$ cat src/rtl/mem_bus_pkg.sv
// Shared types and default sizing for the latency-modelled memory responder.
package mem_bus_pkg;
  typedef enum logic [1:0] {ST_IDLE, ST_WAIT, ST_DONE} state_t;
  typedef enum logic {OP_RD, OP_WR} op_t;

  localparam int DEF_ADDR_W  = 8;
  localparam int DEF_DATA_W  = 8;
  localparam int DEF_LATENCY = 3;
endpackage

$ cat src/rtl/mem_resp_store.sv
// Word storage: one write port with debug priority, a registered read port
// and a combinational debug read port. Contents are never reset.
module mem_resp_store #(
  parameter int ADDR_W = 8,
  parameter int DATA_W = 8
) (
  input  logic              clk,
  input  logic              rst,
  input  logic              we,
  input  logic [ADDR_W-1:0] waddr,
  input  logic [DATA_W-1:0] wdata,
  input  logic              dbg_wen,
  input  logic [ADDR_W-1:0] dbg_addr,
  input  logic [DATA_W-1:0] dbg_wr_data,
  input  logic              re,
  input  logic [ADDR_W-1:0] raddr,
  output logic [DATA_W-1:0] rd_data,
  output logic [DATA_W-1:0] dbg_rd_data
);
  logic [DATA_W-1:0] r_mem [2**ADDR_W];
  logic              w_we;
  logic [ADDR_W-1:0] w_waddr;
  logic [DATA_W-1:0] w_wdata;

  // A debug write always takes the single port, even when the FSM also writes.
  assign w_we    = we | dbg_wen;
  assign w_waddr = dbg_wen ? dbg_addr    : waddr;
  assign w_wdata = dbg_wen ? dbg_wr_data : wdata;

  always_ff @(posedge clk) begin
    if (w_we) r_mem[w_waddr] <= w_wdata;
  end

  always_ff @(posedge clk or negedge rst) begin
    if (!rst)    rd_data <= '0;
    else if (re) rd_data <= r_mem[raddr];
  end

  assign dbg_rd_data = r_mem[dbg_addr];
endmodule

$ cat src/rtl/mem_responder.sv
// Single-outstanding memory responder: accepts a read or write when idle and
// completes it with a one-cycle ack exactly LATENCY cycles after acceptance.
module mem_responder
  import mem_bus_pkg::*;
#(
  parameter int ADDR_W  = DEF_ADDR_W,
  parameter int DATA_W  = DEF_DATA_W,
  parameter int LATENCY = DEF_LATENCY
) (
  input  logic              clk,
  input  logic              rst,
  input  logic              rd_req,
  input  logic              wr_req,
  input  logic [ADDR_W-1:0] addr,
  input  logic [DATA_W-1:0] wr_data,
  output logic [DATA_W-1:0] rd_data,
  output logic              busy,
  output logic              ack,
  input  logic              dbg_wen,
  input  logic [ADDR_W-1:0] dbg_addr,
  input  logic [DATA_W-1:0] dbg_wr_data,
  output logic [DATA_W-1:0] dbg_rd_data
);
  localparam logic [3:0] CNT_INIT = 4'(LATENCY - 1);

  state_t            r_state, w_nxt_state;
  logic [3:0]        r_cnt, w_nxt_cnt;
  op_t               r_op, w_nxt_op;
  logic [ADDR_W-1:0] r_addr, w_nxt_addr;
  logic [DATA_W-1:0] r_wdata, w_nxt_wdata;
  logic              w_rd_en;
  logic              w_mem_we;
  logic [ADDR_W-1:0] w_rd_addr;

  always_ff @(posedge clk or negedge rst) begin
    if (!rst) begin
      r_state <= ST_IDLE;
      r_cnt   <= '0;
      r_op    <= OP_RD;
      r_addr  <= '0;
      r_wdata <= '0;
    end else begin
      r_state <= w_nxt_state;
      r_cnt   <= w_nxt_cnt;
      r_op    <= w_nxt_op;
      r_addr  <= w_nxt_addr;
      r_wdata <= w_nxt_wdata;
    end
  end

  // Reads load on the edge entering DONE so rd_data is valid in the ack cycle;
  // writes commit on the edge leaving DONE so a reset during DONE cancels them.
  always_comb begin
    w_nxt_state = r_state;
    w_nxt_cnt   = r_cnt;
    w_nxt_op    = r_op;
    w_nxt_addr  = r_addr;
    w_nxt_wdata = r_wdata;
    w_rd_en     = 1'b0;
    unique case (r_state)
      ST_IDLE: begin
        if (rd_req | wr_req) begin
          w_nxt_op    = wr_req ? OP_WR : OP_RD;
          w_nxt_addr  = addr;
          w_nxt_wdata = wr_data;
          w_nxt_cnt   = CNT_INIT;
          if (LATENCY == 1) begin
            w_nxt_state = ST_DONE;
            w_rd_en     = !wr_req;
          end else begin
            w_nxt_state = ST_WAIT;
          end
        end
      end
      ST_WAIT: begin
        w_nxt_cnt = 4'(r_cnt - 4'd1);
        if (r_cnt == 4'd1) begin
          w_nxt_state = ST_DONE;
          w_rd_en     = (r_op == OP_RD);
        end
      end
      ST_DONE: w_nxt_state = ST_IDLE;
      default: w_nxt_state = ST_IDLE;
    endcase
  end

  // With LATENCY=1 the read is issued on the accepting edge, before r_addr loads.
  assign w_rd_addr = (r_state == ST_IDLE) ? addr : r_addr;
  assign w_mem_we  = (r_state == ST_DONE) && (r_op == OP_WR);
  assign busy      = (r_state != ST_IDLE);
  assign ack       = (r_state == ST_DONE);

  mem_resp_store #(
    .ADDR_W (ADDR_W),
    .DATA_W (DATA_W)
  ) u_store (
    .clk         (clk),
    .rst         (rst),
    .we          (w_mem_we),
    .waddr       (r_addr),
    .wdata       (r_wdata),
    .dbg_wen     (dbg_wen),
    .dbg_addr    (dbg_addr),
    .dbg_wr_data (dbg_wr_data),
    .re          (w_rd_en),
    .raddr       (w_rd_addr),
    .rd_data     (rd_data),
    .dbg_rd_data (dbg_rd_data)
  );
endmodule
$ cat config.mk
export PLATFORM = sky130hd
export DESIGN_NAME = mem_responder
export DESIGN_NICKNAME = d
export VERILOG_FILES = /design/src/rtl/mem_bus_pkg.sv /design/src/rtl/mem_resp_store.sv /design/src/rtl/mem_responder.sv
export SDC_FILE = /design/constraint.sdc
export NUM_CORES = 2
export LEC_CHECK = 0
export ABC_AREA = 0
export BUFFER_PORTS_ARGS = -buffer_cell sky130_fd_sc_hd__buf_2
export CAP_MARGIN = 20
export CORE_MARGIN = 4
export CORE_UTILIZATION = 65
export CTS_CLUSTER_SIZE = 12
export DETAILED_ROUTE_END_ITERATION = 10
export MAX_ROUTING_LAYER = met4
export PLACE_DENSITY_LB_ADDON = 0.08
export SLEW_MARGIN = 10
export SYNTH_ARGS = -nofsm -noshare
export SYNTH_HDL_FRONTEND = slang
export SYNTH_SLANG_ARGS = --single-unit
$ cat constraint.sdc
create_clock -name clk -period 4.35 [get_ports clk]
set_clock_uncertainty 0.05 [all_clocks]
set_input_delay 0.2175 -clock clk [delete_from_list [all_inputs] [get_ports clk]]
set_output_delay 0.2175 -clock clk [all_outputs]
set_load 0.005 [all_outputs]
After elaboration in Yosys (flattened, before gate mapping) --
Memories as Yosys holds them, arrays and structs flattened. A register that Yosys moved wholly into a read port is not among the register bits. Index checks and enable logic that the tools add are counted.
Storage, ports and cells: register bits 23, memory bits (writable) 2048, input bits 37, output and inout port bits 18, word-level logic and storage cells 36, memories 1
Memory list:
- u_store.r_mem | depth 256, bits a word 8, read ports 2, clocked after memory_dff 1, wr ports 1, line mem_resp_store.sv:20 | logic [DATA_W-1:0] r_mem [2**ADDR_W];
Operators by class: add/subtract/negate cells 1, eq/ne operators 5, muxes and demuxes 13, bitwise logic cells 3, reductions and logical operators 8
Operators by type and width (number):
- 8-bit 2-to-1 mux | 3
- 4-bit case mux with 2 select lines | 1
- 2-bit AND reduction | 3
- 1-bit 2-to-1 mux | 5
- 4-bit by 1-bit equality test with 1-bit output (second input constant) | 1
- 2-bit 2-to-1 mux | 2
- 4-bit 2-to-1 mux | 1
- 2-bit != test (second input constant) | 2
- 2-bit case mux with 2 select lines | 1
- 2-bit nonzero test | 2
- 4-bit by 1-bit subtractor with 4-bit output (second input constant) | 1
- 2-bit by 1-bit equality test with 1-bit output (second input constant) | 1
- 2-bit equality test (second input constant) | 1
- 2-bit zero test | 1
- 1-bit OR | 2
- 1-bit logical AND | 1
- 1-bit zero test | 1
- 1-bit NOT | 1

Depth between registers and ports, before layout --
depth after elaboration 5, depth in mapped cells 15, mapped depth without buffers 10

By module --
From an unflattened synthesis, not the netlist that was laid out.
Unflattened totals: cells, all modules 5291, area total of the unflattened synthesis 96896.7 um2
By module, submodules not included:
- mem_resp_store | times used 1, cells each 5211, area each 95801.9 um2, seq. area each 61699.2 um2
- mem_responder | times used 1, cells each 80, area each 1094.8 um2, seq. area each 575.6 um2

Worst setup path after synthesis --
Ideal clock, no wire load.
path type input port to flip-flop, start in dbg_wen, end mem u_store.r_mem[0][0], data pin, setup time 0.555 ns, data arrival time 2.722 ns, data required time 3.745 ns, path slack 1.023 ns, cell stages on the path 3, buffers on the path 2, path through clkbuf_1 -> buf_1 -> mux2_2
Between the ends: cells in the longest elaborated chain, start to end 1
RTL lines:
- start, declared | line mem_responder.sv:19 | input logic dbg_wen,
- 8-bit 2-to-1 mux | line mem_resp_store.sv:28 | assign w_wdata = dbg_wen ? dbg_wr_data : wdata;
- net u_store.w_wdata[0] | line mem_resp_store.sv:23 | logic [DATA_W-1:0] w_wdata;
- end, declared | line mem_resp_store.sv:20
The timed path passes the listed nets, and every way through them passes these cells.

Worst setup path after layout --
start reg r_state[0], end reg u_store.rd_data[2] (read register of u_store.r_mem)
Between the ends: cells in the longest elaborated chain, start to end 2, elaborated cells between the ends (all ways) 4, those cells by class eq/ne: 1; mux: 2; reduce/logical: 1
RTL lines:
- start, declared | line mem_responder.sv:26 | state_t r_state, w_nxt_state;
- start signal, assigned | line mem_responder.sv:43 | r_state <= w_nxt_state;
- 2-bit by 1-bit equality test with 1-bit output / 2-bit zero test (equally long branches) | line mem_responder.sv:60, mem_responder.sv:88
- 1-bit 2-to-1 mux / 8-bit 2-to-1 mux (equally long branches) | line mem_responder.sv:60, mem_responder.sv:88
- end, declared | line mem_resp_store.sv:17 | output logic [DATA_W-1:0] rd_data,
Several ways; a longest one is shown, not always the timed one. A chain may end at the register's enable or synchronous reset.

==> metrics.md <==
| Metric | Value |
|---|---|
| CTS Sinks | 2079 |
| Core area | 150000 um2 |
| Synth Area in Adders | less than 1% |
| DR vias | 69200 |
| Drc violations | 0 |
| Commonest non-fill, non-tap cell in the layout | edfxtp_1 |
| DIE WIDTH | around 400 um |
| Die height | slightly below 400 um |
| MaxCap Viol Count | 0 |
| Design Area, Final | approximately 110000 um2 |
| Post-CTS Setup Bufs | 0 |
| Antenna viol nets, final | 0 |
| Power Density | about 640 nW/um2 |
| HPWL Detailed | roughly 250000 um |
| Lkg Pwr | 0.0369 uW |
| Root buffer cell | clkbuf_16 |
| Fin. max-slew vios | 0 |
| Syn avg cell area | 16.1 um2 |
| FFs w/ async S/R, synth | between 1 and 1.5% |
| Crit Path Max Fanout | 40 |
| Layout cells sized above 1 | between 20 and 30% |
| Vias in the first global route | 66000 |
| Mux share of post-synthesis cell area | 20.9% |
| Seq/Total Area, Yosys | 63.1% |
| FF-to-FF path depth | 10 |
| WS Path Type | flop to flop |
| H-tree depth | 4 |
| Antenna violations before repair | 24 |
| Fin Setup TNS | -0.0649 ns |
| Die Area | approximately 160000 um2 |
| FF+latch count, synth | ~2100 |
| Num CTS Buffers | between 200 and 250 |
| Worst-skew pair later-pin latency | around 0.84 ns |
| Min-delay src | addr[7] |
| Vias per cell | about 7.9 |
| Worst Path Required | 5.00 ns |
| Final net count | 6660 |
| Initial drt markers | about 14000 |
| GR Util All Layers | 47.7% |
| Prevailing post-synth register cell | edfxtp_1 |
| Worst Hold Path Cells | 3 |
| Crit path DAT | around 5 ns |
| IO buf count | 54 |
| Complex-gate fraction of the synthesized area | 5.20% |
| TritonCTS clock tree | yes |
| Clock Tree Buf Depth | 3 |
| Hold Path Sink | r_addr[7] |
| First-pass GRT wire length | between 500000 and 600000 um |
| Clock transition at path regs | 0.06 ns |
| Placed cell areas | roughly 110000 um2 |
| Final WS setup | -0.0391 ns |
| Wire per inst | 41.3 um |
| Post-Synth XOR/XNOR Area | 0% |
| Synthesis-to-finish area growth | 13.7% |
| Fin. Hold Viols | 0 |
| Reg2Reg Setup Slack | -0.04 ns |
| Tot Pwr | slightly above 70000 uW |
| Initial core utilization | 65.7% |
| Post-layout util | around three quarters |
| EDFF count, synth | ~2000 |
| Pin count of the biggest net entering global routing | between 100 and 150 |
| Reg-to-Reg Start | r_state[0] |
| Largest family of logic cells by synthesized area | multiplexers |
| Worst IR drop on VDD | slightly below 700 uV |
| Post-Place Setup Slack | -0.215 ns |
| Worst-Margin Slew | roughly 1.2 ns |
| Most frequent cells in the layout | edfxtp_1 (2048), nand2_1 (960), mux4_2 (841), buf_4 (616), nor2_1 (303) |
| # setup viols final | 2 |
| Tmin final | 4.39 ns |
| Max Clk Rate | 228 MHz |
| Slew HR | between 20 and 25% |
| Crit. End Element | flop |
| Outcome | finished with violations |
| Net Count, Synth | a little over 6000 |
| Gr ovfl total | 0 |
| Ports | between 50 and 60 |
| Startpoint types | flop |
| Terminus of the critical flop-to-flop path | u_store.rd_data[2] |
| Hold Crit Class | primary input to flop |
| Synth Area in Simple Gates | under 10% |
| Rows | 142 |
| Count of different cell masters after synthesis | 90 |
| Gate Count Post-Synth | between 6000 and 7000 |
| Post-Synthesis Cell Area | 98700 um2 |
| Initial DRT Pass Iterations | 7 |
| Failing checks | setup timing |
| GPL Wtd Cong | roughly 1 |
| Period utilization | 101% |
| WL final | 364000 um |
| YS warnings | 0 |
[what timing repair did]
action,4_1_cts,5_1_grt
endpoints found under the setup margin,1,3
pin swaps,2,0
hold buffers,28,1
cloned,1,0
hold endpoints to repair,49,10
resized for setup,3,4
[metal layers]
layer  wire, um  global-route usage [%]  vias up
met5          0                       -        -
met3      59900                    16.8     1421
met4      28100                    27.1        0
met2     158000                    66.4     7165
met1     118000                    61.9    34600
li1           -                       -    26000
[worst max-delay path, stage by stage, from the launching register on]
cell and delay [ns]:
dfrtp_1 0.57, or3b_1 0.49, buf_4 0.26, nand2_8 0.27
buf_12 0.31, mux4_2 0.61, a22oi_1 0.50, nand3_1 0.26
nor4_1 0.46, buf_2 0.30, a211oi_1 0.07
[sequential cells by signal, summed over array words and instances, names as in the netlist]
register	count
r_op	1
u_store.rd_data	8
r_addr	8
u_store.r_mem	2048
r_cnt	4
r_wdata	8
r_state	2
[per-stage QoR]
stage	hold slack [ns]	instances
after floorplan	-0.128	6112
after global placement	0.399	8391
after detailed placement	0.404	8394
after CTS	0.0796	8777
after global routing	0.160	8798
final	0.150	8810
[logic make-up (layout without fill, tap and decap cells)]
logic type	after synthesis	after routing
other	0	31
AND/OR/NAND/NOR	1824	1825
flip-flops	2079	2079
adder cells (fa/ha/maj)	2	2
multiplexers	1005	1005
buffers and inverters	501	1151
AO/OA/AOI/OAI	701	701
[layout make-up]
class,instances,area [um2]
fill,9058,38000
inverter,10,37.5
antenna,31,77.6
clock buffer,272,5540
multi-input combinational,3533,34100
tap,2016,2520
clock inverter,82,727
timing repair buffer,787,6940
sequential,2079,62300
[how the worst max path moves through the flow]
stage	endpoint	from	slack [ns]
after floorplan	u_store.r_mem[0][0]	dbg_wen	1.02
after CTS	u_store.rd_data[3]	r_state[0]	0.05
final	u_store.rd_data[2]	r_state[0]	-0.04
after global placement	u_store.rd_data[0]	r_state[0]	-0.51
after detailed placement	u_store.rd_data[3]	r_state[0]	-0.22
after global routing	u_store.rd_data[3]	r_state[0]	-0.007
[power breakdown]
part	total (uW)	switching [uW]	internal, uW
Combinational	30000	20500	9510
Clock	17100	7680	9380
Sequential	24300	370	23900
[synthesized netlist by cell type (5+ instances only)]
master,number,share of area (%)
nand3_1,295,1.5
o2111a_1,6,0.068
mux4_2,841,19
buf_4,52,0.40
nor3_1,22,0.11
o21ai_0,75,0.38
a311oi_1,44,0.39
a221oi_1,18,0.16
clkbuf_1,205,0.78
a211oi_1,83,0.63
dfrtp_1,31,0.79
a22o_1,9,0.080
buf_6,31,0.35
inv_1,9,0.034
edfxtp_1,2048,62
buf_1,32,0.12
mux2i_1,128,1.3
a211o_1,7,0.062
nor2_2,5,0.032
a21oi_1,75,0.38
nand4_1,58,0.37
a32o_1,5,0.051
a32oi_1,84,0.75
buf_2,163,0.83
nor4_1,7,0.044
a2111oi_0,22,0.20
o31ai_1,6,0.046
o221ai_1,5,0.044
nand2_1,961,3.7
o2111ai_1,27,0.24
a22oi_1,35,0.27
o211ai_1,23,0.17
nand3b_1,9,0.068
o32ai_1,9,0.080
nand2b_1,14,0.089
a31oi_1,105,0.67
and3_1,92,0.58
o21a_1,8,0.061
o22ai_1,15,0.095
nor2_1,309,1.2
mux2_2,36,0.41
(Power assumes the default switching activity.)
